$ cat config.mk
export PLATFORM = sky130hd
export DESIGN_NAME = sprite_scan_buffer_flat
export DESIGN_NICKNAME = d
export VERILOG_FILES = /design/src/rtl/sprite_scan_buffer_pkg.sv /design/src/rtl/sprite_scan_buffer_if.sv /design/src/rtl/sprite_scan_buffer_y_match.sv /design/src/rtl/sprite_scan_buffer.sv /design/src/flat_wrapper.sv
export SDC_FILE = /design/constraint.sdc
export NUM_CORES = 1
export LEC_CHECK = 0
export ABC_CLOCK_PERIOD_IN_PS = 10400
export CORE_MARGIN = 2
export CORE_UTILIZATION = 25
export CTS_BUF_LIST = sky130_fd_sc_hd__clkbuf_8
export DETAILED_ROUTE_END_ITERATION = 10
export GPL_TIMING_DRIVEN = 1
export PLACE_DENSITY = 0.47
export SYNTH_ARGS = -nofsm -noshare
export SYNTH_HDL_FRONTEND = slang
export SYNTH_HIERARCHICAL = 1
export SYNTH_SLANG_ARGS = --single-unit
$ cat constraint.sdc
create_clock -name clk_in -period 10.4 [get_ports clk_in]
set_input_delay 1.56 -clock clk_in [delete_from_list [all_inputs] [get_ports clk_in]]
set_output_delay 1.56 -clock clk_in [all_outputs]
set_load 0.01 [all_outputs]
$ cat src/rtl/sprite_scan_buffer_pkg.sv
// Shared PPU types for the sprite scanline search: FSM states, buffer entry
// layout, the OAM base address and sprite heights.
package ppu_pkg;
  typedef enum logic [1:0] {IDLE, REQ_Y, REQ_X, DONE} scan_state_e;

  typedef struct packed {
    logic [7:0] x;
    logic [5:0] oam_idx;
    logic [3:0] row;
  } sprite_entry_t;

  localparam logic [15:0] PPU_OAM_BASE = 16'hFE00;
  localparam int          SPR_H_SHORT  = 8;
  localparam int          SPR_H_TALL   = 16;

  // Each OAM entry is 4 bytes: Y at +0, X at +1.
  function automatic logic [15:0] oam_addr(input logic [15:0] base,
                                           input logic [5:0]  idx,
                                           input logic        ofs);
    return base + {8'h00, idx, 2'b00} + {15'h0000, ofs};
  endfunction
endpackage

$ cat src/rtl/sprite_scan_buffer_if.sv
// OAM read port: the scanner issues held requests, memory answers with a
// data byte and a one-cycle valid strobe.
interface sprite_scan_buffer_if;
  logic        oam_req_out;
  logic [15:0] oam_addr_out;
  logic [7:0]  oam_data_in;
  logic        oam_valid_in;

  modport master (output oam_req_out, output oam_addr_out,
                  input  oam_data_in, input  oam_valid_in);
  modport slave  (input  oam_req_out, input  oam_addr_out,
                  output oam_data_in, output oam_valid_in);
endinterface

$ cat src/rtl/sprite_scan_buffer_y_match.sv
// Combinational Y range test for one sprite against the current scanline.
module sprite_y_match
  import ppu_pkg::*;
#(
  parameter int Y_OFFSET = 16
) (
  input  logic [7:0] ly_in,
  input  logic       tall_in,
  input  logic [7:0] y_in,
  output logic       hit_out,
  output logic [3:0] row_out
);
  logic [8:0] w_l, w_y, w_top;

  // 9-bit math so sprites near the bottom never wrap back onto line 0.
  assign w_l     = {1'b0, ly_in} + 9'(Y_OFFSET);
  assign w_y     = {1'b0, y_in};
  assign w_top   = w_y + (tall_in ? 9'(SPR_H_TALL) : 9'(SPR_H_SHORT));
  assign hit_out = (w_l >= w_y) && (w_l < w_top);
  assign row_out = 4'(w_l - w_y);
endmodule

$ cat src/rtl/sprite_scan_buffer.sv
// Per-scanline OAM search: walks every sprite, keeps the first BUFFER_DEPTH
// that cover LY in OAM order, and flags overflow if more were found.
module sprite_scan_buffer
  import ppu_pkg::*;
#(
  parameter int          NUM_SPRITES  = 40,
  parameter int          BUFFER_DEPTH = 10,
  parameter int          Y_OFFSET     = 16,
  parameter logic [15:0] OAM_BASE     = PPU_OAM_BASE
) (
  input  logic                              clk_in,
  input  logic                              rst_n_in,
  input  logic                              start_in,
  input  logic [7:0]                        LY_in,
  input  logic                              tall_in,
  input  logic                              obj_en_in,
  sprite_scan_buffer_if.master              oam,
  input  logic [$clog2(BUFFER_DEPTH)-1:0]   rd_idx_in,
  output logic [17:0]                       rd_entry_out,
  output logic [$clog2(BUFFER_DEPTH+1)-1:0] count_out,
  output logic                              busy_out,
  output logic                              done_out,
  output logic                              overflow_out
);
  localparam int RIW = $clog2(BUFFER_DEPTH);
  localparam int CW  = $clog2(BUFFER_DEPTH+1);

  scan_state_e   r_state;
  logic [5:0]    r_i;
  logic [CW-1:0] r_count;
  logic          r_ovf, r_busy, r_done, r_req, r_tall;
  logic [15:0]   r_addr;
  logic [7:0]    r_ly;
  logic [3:0]    r_row;
  sprite_entry_t r_buf [BUFFER_DEPTH];
  sprite_entry_t r_rd;

  logic       w_hit, w_last, w_full;
  logic [3:0] w_row;

  sprite_y_match #(.Y_OFFSET(Y_OFFSET)) u_ymatch (
    .ly_in  (r_ly),
    .tall_in(r_tall),
    .y_in   (oam.oam_data_in),
    .hit_out(w_hit),
    .row_out(w_row)
  );

  assign w_last = (r_i == 6'(NUM_SPRITES-1));
  assign w_full = (r_count == CW'(BUFFER_DEPTH));

  always_ff @(posedge clk_in or negedge rst_n_in) begin
    if (!rst_n_in) begin
      r_state <= IDLE;
      r_i     <= '0;
      r_count <= '0;
      r_ovf   <= 1'b0;
      r_busy  <= 1'b0;
      r_done  <= 1'b0;
      r_req   <= 1'b0;
      r_addr  <= '0;
      r_ly    <= '0;
      r_tall  <= 1'b0;
      r_row   <= '0;
      r_rd    <= '0;
      for (int k = 0; k < BUFFER_DEPTH; k++) r_buf[k] <= '0;
    end else begin
      // Stale slots beyond count stay in the array but never reach the port.
      r_rd <= (32'(rd_idx_in) < 32'(r_count)) ? r_buf[rd_idx_in] : '0;

      if (start_in) begin
        r_count <= '0;
        r_ovf   <= 1'b0;
        r_i     <= '0;
        r_ly    <= LY_in;
        r_tall  <= tall_in;
        r_addr  <= oam_addr(OAM_BASE, 6'd0, 1'b0);
        if (obj_en_in) begin
          r_state <= REQ_Y;
          r_req   <= 1'b1;
          r_busy  <= 1'b1;
          r_done  <= 1'b0;
        end else begin
          r_state <= DONE;
          r_req   <= 1'b0;
          r_busy  <= 1'b0;
          r_done  <= 1'b1;
        end
      end else begin
        case (r_state)
          REQ_Y: if (oam.oam_valid_in) begin
            if (w_hit) begin
              r_row   <= w_row;
              r_addr  <= oam_addr(OAM_BASE, r_i, 1'b1);
              r_state <= REQ_X;
            end else if (w_last) begin
              r_state <= DONE;
              r_req   <= 1'b0;
              r_busy  <= 1'b0;
              r_done  <= 1'b1;
            end else begin
              r_i    <= r_i + 6'd1;
              r_addr <= oam_addr(OAM_BASE, r_i + 6'd1, 1'b0);
            end
          end
          REQ_X: if (oam.oam_valid_in) begin
            // X=0 is kept: culling off-screen sprites happens downstream.
            if (!w_full) begin
              r_buf[RIW'(r_count)] <= '{x: oam.oam_data_in, oam_idx: r_i, row: r_row};
              r_count              <= r_count + CW'(1);
            end else begin
              r_ovf <= 1'b1;
            end
            if (w_last) begin
              r_state <= DONE;
              r_req   <= 1'b0;
              r_busy  <= 1'b0;
              r_done  <= 1'b1;
            end else begin
              r_i     <= r_i + 6'd1;
              r_addr  <= oam_addr(OAM_BASE, r_i + 6'd1, 1'b0);
              r_state <= REQ_Y;
            end
          end
          default: ;
        endcase
      end
    end
  end

  assign oam.oam_req_out  = r_req;
  assign oam.oam_addr_out = r_addr;
  assign rd_entry_out     = r_rd;
  assign count_out        = r_count;
  assign busy_out         = r_busy;
  assign done_out         = r_done;
  assign overflow_out     = r_ovf;
endmodule

$ cat src/flat_wrapper.sv
// flat-port wrapper written by rule: the top's interface ports become plain ports
module sprite_scan_buffer_flat import ppu_pkg::*;
#(
  parameter int          NUM_SPRITES  = 40,
  parameter int          BUFFER_DEPTH = 10,
  parameter int          Y_OFFSET     = 16,
  parameter logic [15:0] OAM_BASE     = PPU_OAM_BASE
)
  (clk_in, rst_n_in, start_in, LY_in, tall_in, obj_en_in, rd_idx_in, rd_entry_out, count_out, busy_out, done_out, overflow_out, oam_oam_req_out, oam_oam_addr_out, oam_oam_data_in, oam_oam_valid_in);
  sprite_scan_buffer_if oam_i ();
  input  logic clk_in;
  input  logic rst_n_in;
  input  logic start_in;
  input  logic [7:0] LY_in;
  input  logic tall_in;
  input  logic obj_en_in;
  input  logic [$clog2(BUFFER_DEPTH)-1:0] rd_idx_in;
  output logic [17:0] rd_entry_out;
  output logic [$clog2(BUFFER_DEPTH+1)-1:0] count_out;
  output logic busy_out;
  output logic done_out;
  output logic overflow_out;
  output wire logic [$bits(oam_i.oam_req_out)-1:0] oam_oam_req_out;
  output wire logic [$bits(oam_i.oam_addr_out)-1:0] oam_oam_addr_out;
  input wire logic [$bits(oam_i.oam_data_in)-1:0] oam_oam_data_in;
  input wire logic [$bits(oam_i.oam_valid_in)-1:0] oam_oam_valid_in;
  assign oam_oam_req_out = oam_i.oam_req_out;
  assign oam_oam_addr_out = oam_i.oam_addr_out;
  assign oam_i.oam_data_in = oam_oam_data_in;
  assign oam_i.oam_valid_in = oam_oam_valid_in;
  sprite_scan_buffer #(.NUM_SPRITES(NUM_SPRITES), .BUFFER_DEPTH(BUFFER_DEPTH), .Y_OFFSET(Y_OFFSET), .OAM_BASE(OAM_BASE)) u_core (.clk_in(clk_in), .rst_n_in(rst_n_in), .start_in(start_in), .LY_in(LY_in), .tall_in(tall_in), .obj_en_in(obj_en_in), .oam(oam_i), .rd_idx_in(rd_idx_in), .rd_entry_out(rd_entry_out), .count_out(count_out), .busy_out(busy_out), .done_out(done_out), .overflow_out(overflow_out));
endmodule
* Word-level counts from Yosys, hierarchy flattened
Cells that the tools add are included.
Storage, ports and cells: bits in registers 243, input port bits 26, word-level logic and storage cells 140
Cells by class: $add $sub $neg 8, $lt $le $gt $ge 6, eq/ne operators 9, muxes and demuxes 56, bitwise operators 4, reduce and logical (&&, ||, !) cells 13
Operators with widths (count):
- $bwmux W180 | 1
- $mux W16 | 5
- $bmux W18 S4 | 1
- $demux W18 S4 | 1
- $mux W18 | 4
- $pmux W16 S2 | 1
- $mux W6 | 5
- $add A10 B9 Y11 const A | 2
- $mux W1 | 21
- $add A16 B1 Y16 const B | 1
- $mux W4 | 4
- $reduce_and A4 Y1 | 4
- $mux W2 | 7
- $pmux W6 S2 | 1
- $ge A5 B5 Y1 const B | 2
- $not A4 Y5 | 2
- $add A8 B5 Y9 | 1
- $add A8 B5 Y9 const B | 1
- $ge A9 B8 Y1 | 1
- $lt A9 B9 Y1 | 1
- $ne A3 B3 Y1 const B | 3
- $reduce_and A3 Y1 | 3
- $add A6 B1 Y6 const B | 1
- $eq A6 B6 Y1 const B | 1
- 16 further kinds | 22

* Logic depth before layout (Yosys ltp)
word-level depth 8, depth in mapped cells 16, gate-level depth less buffers 15

* Hierarchy
Netlist, hierarchy kept.
Modules (own cells, without submodules):
- sprite_scan_buffer | instances 1, cells an instance 766, area an instance 10975.5 sq um
- sprite_y_match | instances 1, cells an instance 70, area an instance 550.5 sq um

* Least setup slack after synthesis
Ideal clock, no wire load.
path type input -> register, from input oam_oam_data_in[3], to register u_core.r_addr[3], in the netlist u_core/oam.oam_addr_out[3], setup time 0.105 ns, arrival time 4.533 ns, path slack 5.762 ns, cell stages on the path 15, path buffers 1, cells stage by stage ha_1 -> inv_1 -> fa_1 -> nor3_1 -> xnor2_1 -> ha_1 -> and4_4 -> and3_4 -> a32o_1 -> a211oi_2 -> clkbuf_1 -> nor3b_1 -> o21ai_1 -> nor3_1 -> nor4b_1
Between the ends: word-level cells in the longest chain between the ends 7
RTL lines:
- start: declaration | line flat_wrapper.sv:25 | input wire logic [$bits(oam_i.oam_data_in)-1:0] oam_oam_data_in;
- $add A8 B5 Y9 | line sprite_scan_buffer_y_match.sv:18 | assign w_top = w_y + (tall_in ? 9'(SPR_H_TALL) : 9'(SPR_H_SHORT));
- $lt A9 B9 Y1 | line sprite_scan_buffer_y_match.sv:19 | assign hit_out = (w_l >= w_y) && (w_l < w_top);
- $logic_and A1 B1 Y1 * | line sprite_scan_buffer_y_match.sv:19
- net u_core.w_hit | line sprite_scan_buffer.sv:38 | logic w_hit, w_last, w_full;
- $mux W16 * | line sprite_scan_buffer.sv:92 | if (w_hit) begin
- $mux W16 * | line sprite_scan_buffer.sv:91 | REQ_Y: if (oam.oam_valid_in) begin
- $pmux W16 S2 * | line sprite_scan_buffer.sv:90 | case (r_state)
- $mux W16 * | line sprite_scan_buffer.sv:71 | if (start_in) begin
- end signal: assignment | line sprite_scan_buffer.sv:77 | r_addr <= oam_addr(OAM_BASE, 6'd0, 1'b0);
- end signal: assignment | line sprite_scan_buffer.sv:94 | r_addr <= oam_addr(OAM_BASE, r_i, 1'b1);
- end signal: assignment | line sprite_scan_buffer.sv:103 | r_addr <= oam_addr(OAM_BASE, r_i + 6'd1, 1'b0);
- end: declaration | line sprite_scan_buffer.sv:32 | logic [15:0] r_addr;
Mark *: on every way through the listed nets, which the timed path passes. The rest lies on a longest branch. The select of a mux whose other input is x is not followed. A chain may end at the register's enable or synchronous reset.

* Worst setup path after layout
Ends and elaborated chain as after synthesis.

==> flow_summary.yaml <==
worst_setup_path:
  crit_slowest_cell: "clkdlybuf4s50_1"
  worst_setup_path_end_kind: "flip-flop"
  crit_chain: "clkdlybuf4s50_1 > ha_1 > inv_1 > fa_1 > nor3_1 > xnor2_1 > ha_1 > and4_4 > and3_4 > a32o_1 > a211oi_2 > nor3b_1 > o21ai_1 > nor3_1 > nor4b_1"
  worst_r2r_path_depth: 15
  crit_arrival_ps: 5930
  worst-setup-path-type: "input port to flip-flop"
  cp_slowest_stage_delay_ps: 720
  cp-start-kind: "input port"
  crit_required_ps: 10860
  path_depth: 15
  cp_num_buf_inv: 2
  cp_top_family: "compound AO/OA/AOI/OAI gates"
  cp_max_fo: 12
power_and_ir_drop:
  combinationalPowerShare: 0.102
  power.leakage_nw: 6.31
  p_int_mw: 1.59
  power_mw: 2.16
  p_switching_uw: 579
  p_seq_frac: 0.480
  swShare: 0.268
  p_per_area_mw_per_mm2: 159
  p_clk_frac: 0.419
  ir_drop_uv: 78.8
floorplanning:
  chipWidth_um: 219
  die_area_mm2: 0.0478
  core_mm2: 0.0455
  die_h_um: 219
  ios: 68
  initial_core_util: 0.253
  rows: 78
sta:
  hold_violations: 0
  setup_tns_ps: 0
  max_freq_ghz: 0.183
  fin_crit_ps: 5470
  skew_ps: 13.2
  relSlewSlack: 0.345
  rsz0062_at_grt: "false"
  maxSlewViolCount: 0
  tightestPinTransition_ps: 982
  setup_viol: 0
  fin_crit_sh: 0.526
layout:
  drive_above_1_share: 0.371
  mostFrequentLayoutCells: "242 x dfrtp_1, 195 x mux2_2, 63 x clkdlybuf4s50_1"
  fin_util: 0.299
  nets: 950
  fillers: 4678
  layout_commonest_cell: "dfrtp_1"
  multi_input_area_mm2: 0.00509
  seq_area_mm2: 0.00606
  syn_to_final_growth_pct: 17.8
yosys:
  synth_cell_type_count: 67
  synth-edff-count: 0
  postSynthCellCount: 836
  synth_area_leaders: "dfrtp_1 53%, mux2_2 19%, mux4_2 7.0%, ha_1 2.7%, o21ai_0 2.0%"
  synth-seq-cells: 242
  synth_nets: 889
  yosysWarnings: 6
  syn_area_mm2: 0.0115
  synth.area.mux_share: 0.298
  synth-xor-area-share: 0.00760
  synth_ff_type: "dfrtp_1"
  synth_compound_area_frac: 0.0508
  synthAdderAreaFrac: 0.0306
  avgSynthCellArea_um2: 13.8
  yosysTopAreaCell: "dfrtp_1"
  synth_top_family_by_area: "multiplexers"
  synth_top_area_share: 0.525
  synth-seq-area-share: 0.525
  synthArstFlopShare: 1.00
  synth-simple-area-share: 0.0547
run:
  max_cap_viol_count: 0
cts:
  cts_tree: "done"
  hold_buffers: 0
  cts_buffers: 45
  post-cts-setup-buffer-count: 0
  cts.sinks: 242
  h-tree-depth: 2
  clock_latency_ps: 570
  postCtsResizedCells: 0
  clkTransAtPathRegs_ps: 60
  clk_path_buf_depth: 3
  cts_root_buf: "clkbuf_8"
global_routing:
  antenna_found_initial: 0
  grt_pass1_vias: 7547
  grt-ovfl-total: 0
  grt_use_met1: 0.179
  grt_util_met2: 0.195
  track_usage: 0.126
  grt.met3_usage: 0.0256
  grt_max_degree: 106
  grt_pass1_wl_um: 46200
  grt-busiest-layer: "met2"
placed_design:
  place_congestion: 0.756
  hpwl_um: 17700
  portBuffers: 67
route:
  first_pass_iters: 5
  drtIter0Drc: 305
  ant_nets: 0
  vias: 7029
  drc: 0
  routedWlPerCell_um: 19.3
  vias_per_cell: 4.60
  drt_wl_total_um: 29500
outcome:
  status: "finished, final reports clean"
hold_path:
  min_path_type: "flip-flop to flip-flop"
  worstHoldPathCells: 1
-- Yosys cell counts (3+ instances only) --
cell      number
a21oi_1       18
and3_1         3
buf_1          9
buf_2         12
buf_4          9
clkbuf_1      28
dfrtp_1      242
ha_1          25
inv_1         21
mux2_1         6
mux2_2       195
mux2_4        10
mux2i_1       21
mux4_2        36
nand2_1        8
nand2_2        7
nand2b_1       6
nand3_1        9
nand3b_1       3
nand4_1        4
nor2_1        35
nor3_1         4
nor3_2         4
o21ai_0       45
o21ai_1        3
o21bai_1       3
o22ai_1        4
or2_2          8
xnor2_1        6
xor2_1         4
-- layer usage --
metal | up-vias | wire [um]
met3 | 41 | 1160
met2 | 125 | 13200
met4 | 0 | 545
met5 | - | 0
met1 | 3697 | 14600
li1 | 3166 | -
-- area by class of cell --
type / instances / share of cell area
Antenna cell: 1 / 0.000184
Clock buffer: 55 / 0.0557
Clock inverter: 21 / 0.00903
Inverter: 23 / 0.00636
Multi-Input combinational cell: 511 / 0.375
Sequential cell: 242 / 0.446
Tap cell: 600 / 0.0553
Timing Repair Buffer: 74 / 0.0527
-- sequential cells by signal, summed over array words and instances (netlist names) --
signal and cells:
u_core/done_out 1, u_core/count_out 4, u_core/r_state 2, u_core/r_ly 8, u_core/busy_out 1, u_core/r_tall 1, u_core/overflow_out 1, u_core/rd_entry_out 18
u_core/r_row 4, u_core/oam.oam_addr_out 16, u_core/r_buf 180, u_core/r_i 6
-- worst paths after layout --
check                                            startpoint                           to  slack [ps]
max in group asynchronous                          rst_n_in              u_core/r_row[0]        7850
worst min-delay path            u_core/oam.oam_addr_out[14]  u_core/oam.oam_addr_out[14]         470
worst max-delay path                     oam_oam_data_in[3]   u_core/oam.oam_addr_out[3]        4930
worst max register to register                u_core/r_tall   u_core/oam.oam_addr_out[3]        6220
min in group asynchronous                          rst_n_in             u_core/r_buf[30]        1020
worst min register to register  u_core/oam.oam_addr_out[14]  u_core/oam.oam_addr_out[14]         470
-- logic make-up (layout without fill, tap and decap cells) --
family | after synthesis | after routing
flip-flops | 242 | 242
adder cells (fa/ha/maj) | 27 | 27
AND/OR/NAND/NOR | 109 | 109
buffers and inverters | 83 | 173
multiplexers | 268 | 268
other | 0 | 1
XOR/XNOR | 10 | 10
AO/OA/AOI/OAI | 97 | 97
-- metrics by stage --
stage          hold slack (ps)  std cells  setup slack (ps)  instance area, um^2
2_1_floorplan              459        836              5760                11500
3_3_place_gp               463       1450              4420                12700
3_5_place_dp               466       1450              4340                12700
4_1_cts                    479       1526              4930                13600
5_1_grt                    485       1526              4590                13600
6_report                   475       1527              4930                13600
-- power by group through the flow --
stage / combinational, mW / sequential (mW) / clock (mW)
6_report: 0.220 / 1.04 / 0.906
5_1_grt: 0.247 / 1.05 / 0.983
4_1_cts: 0.225 / 1.04 / 0.944
3_5_place_dp: 0.225 / 1.06 / 0
3_3_place_gp: 0.222 / 1.05 / 0
2_1_floorplan: 0.157 / 1.02 / 0
Power figures use the tool's default switching activity.
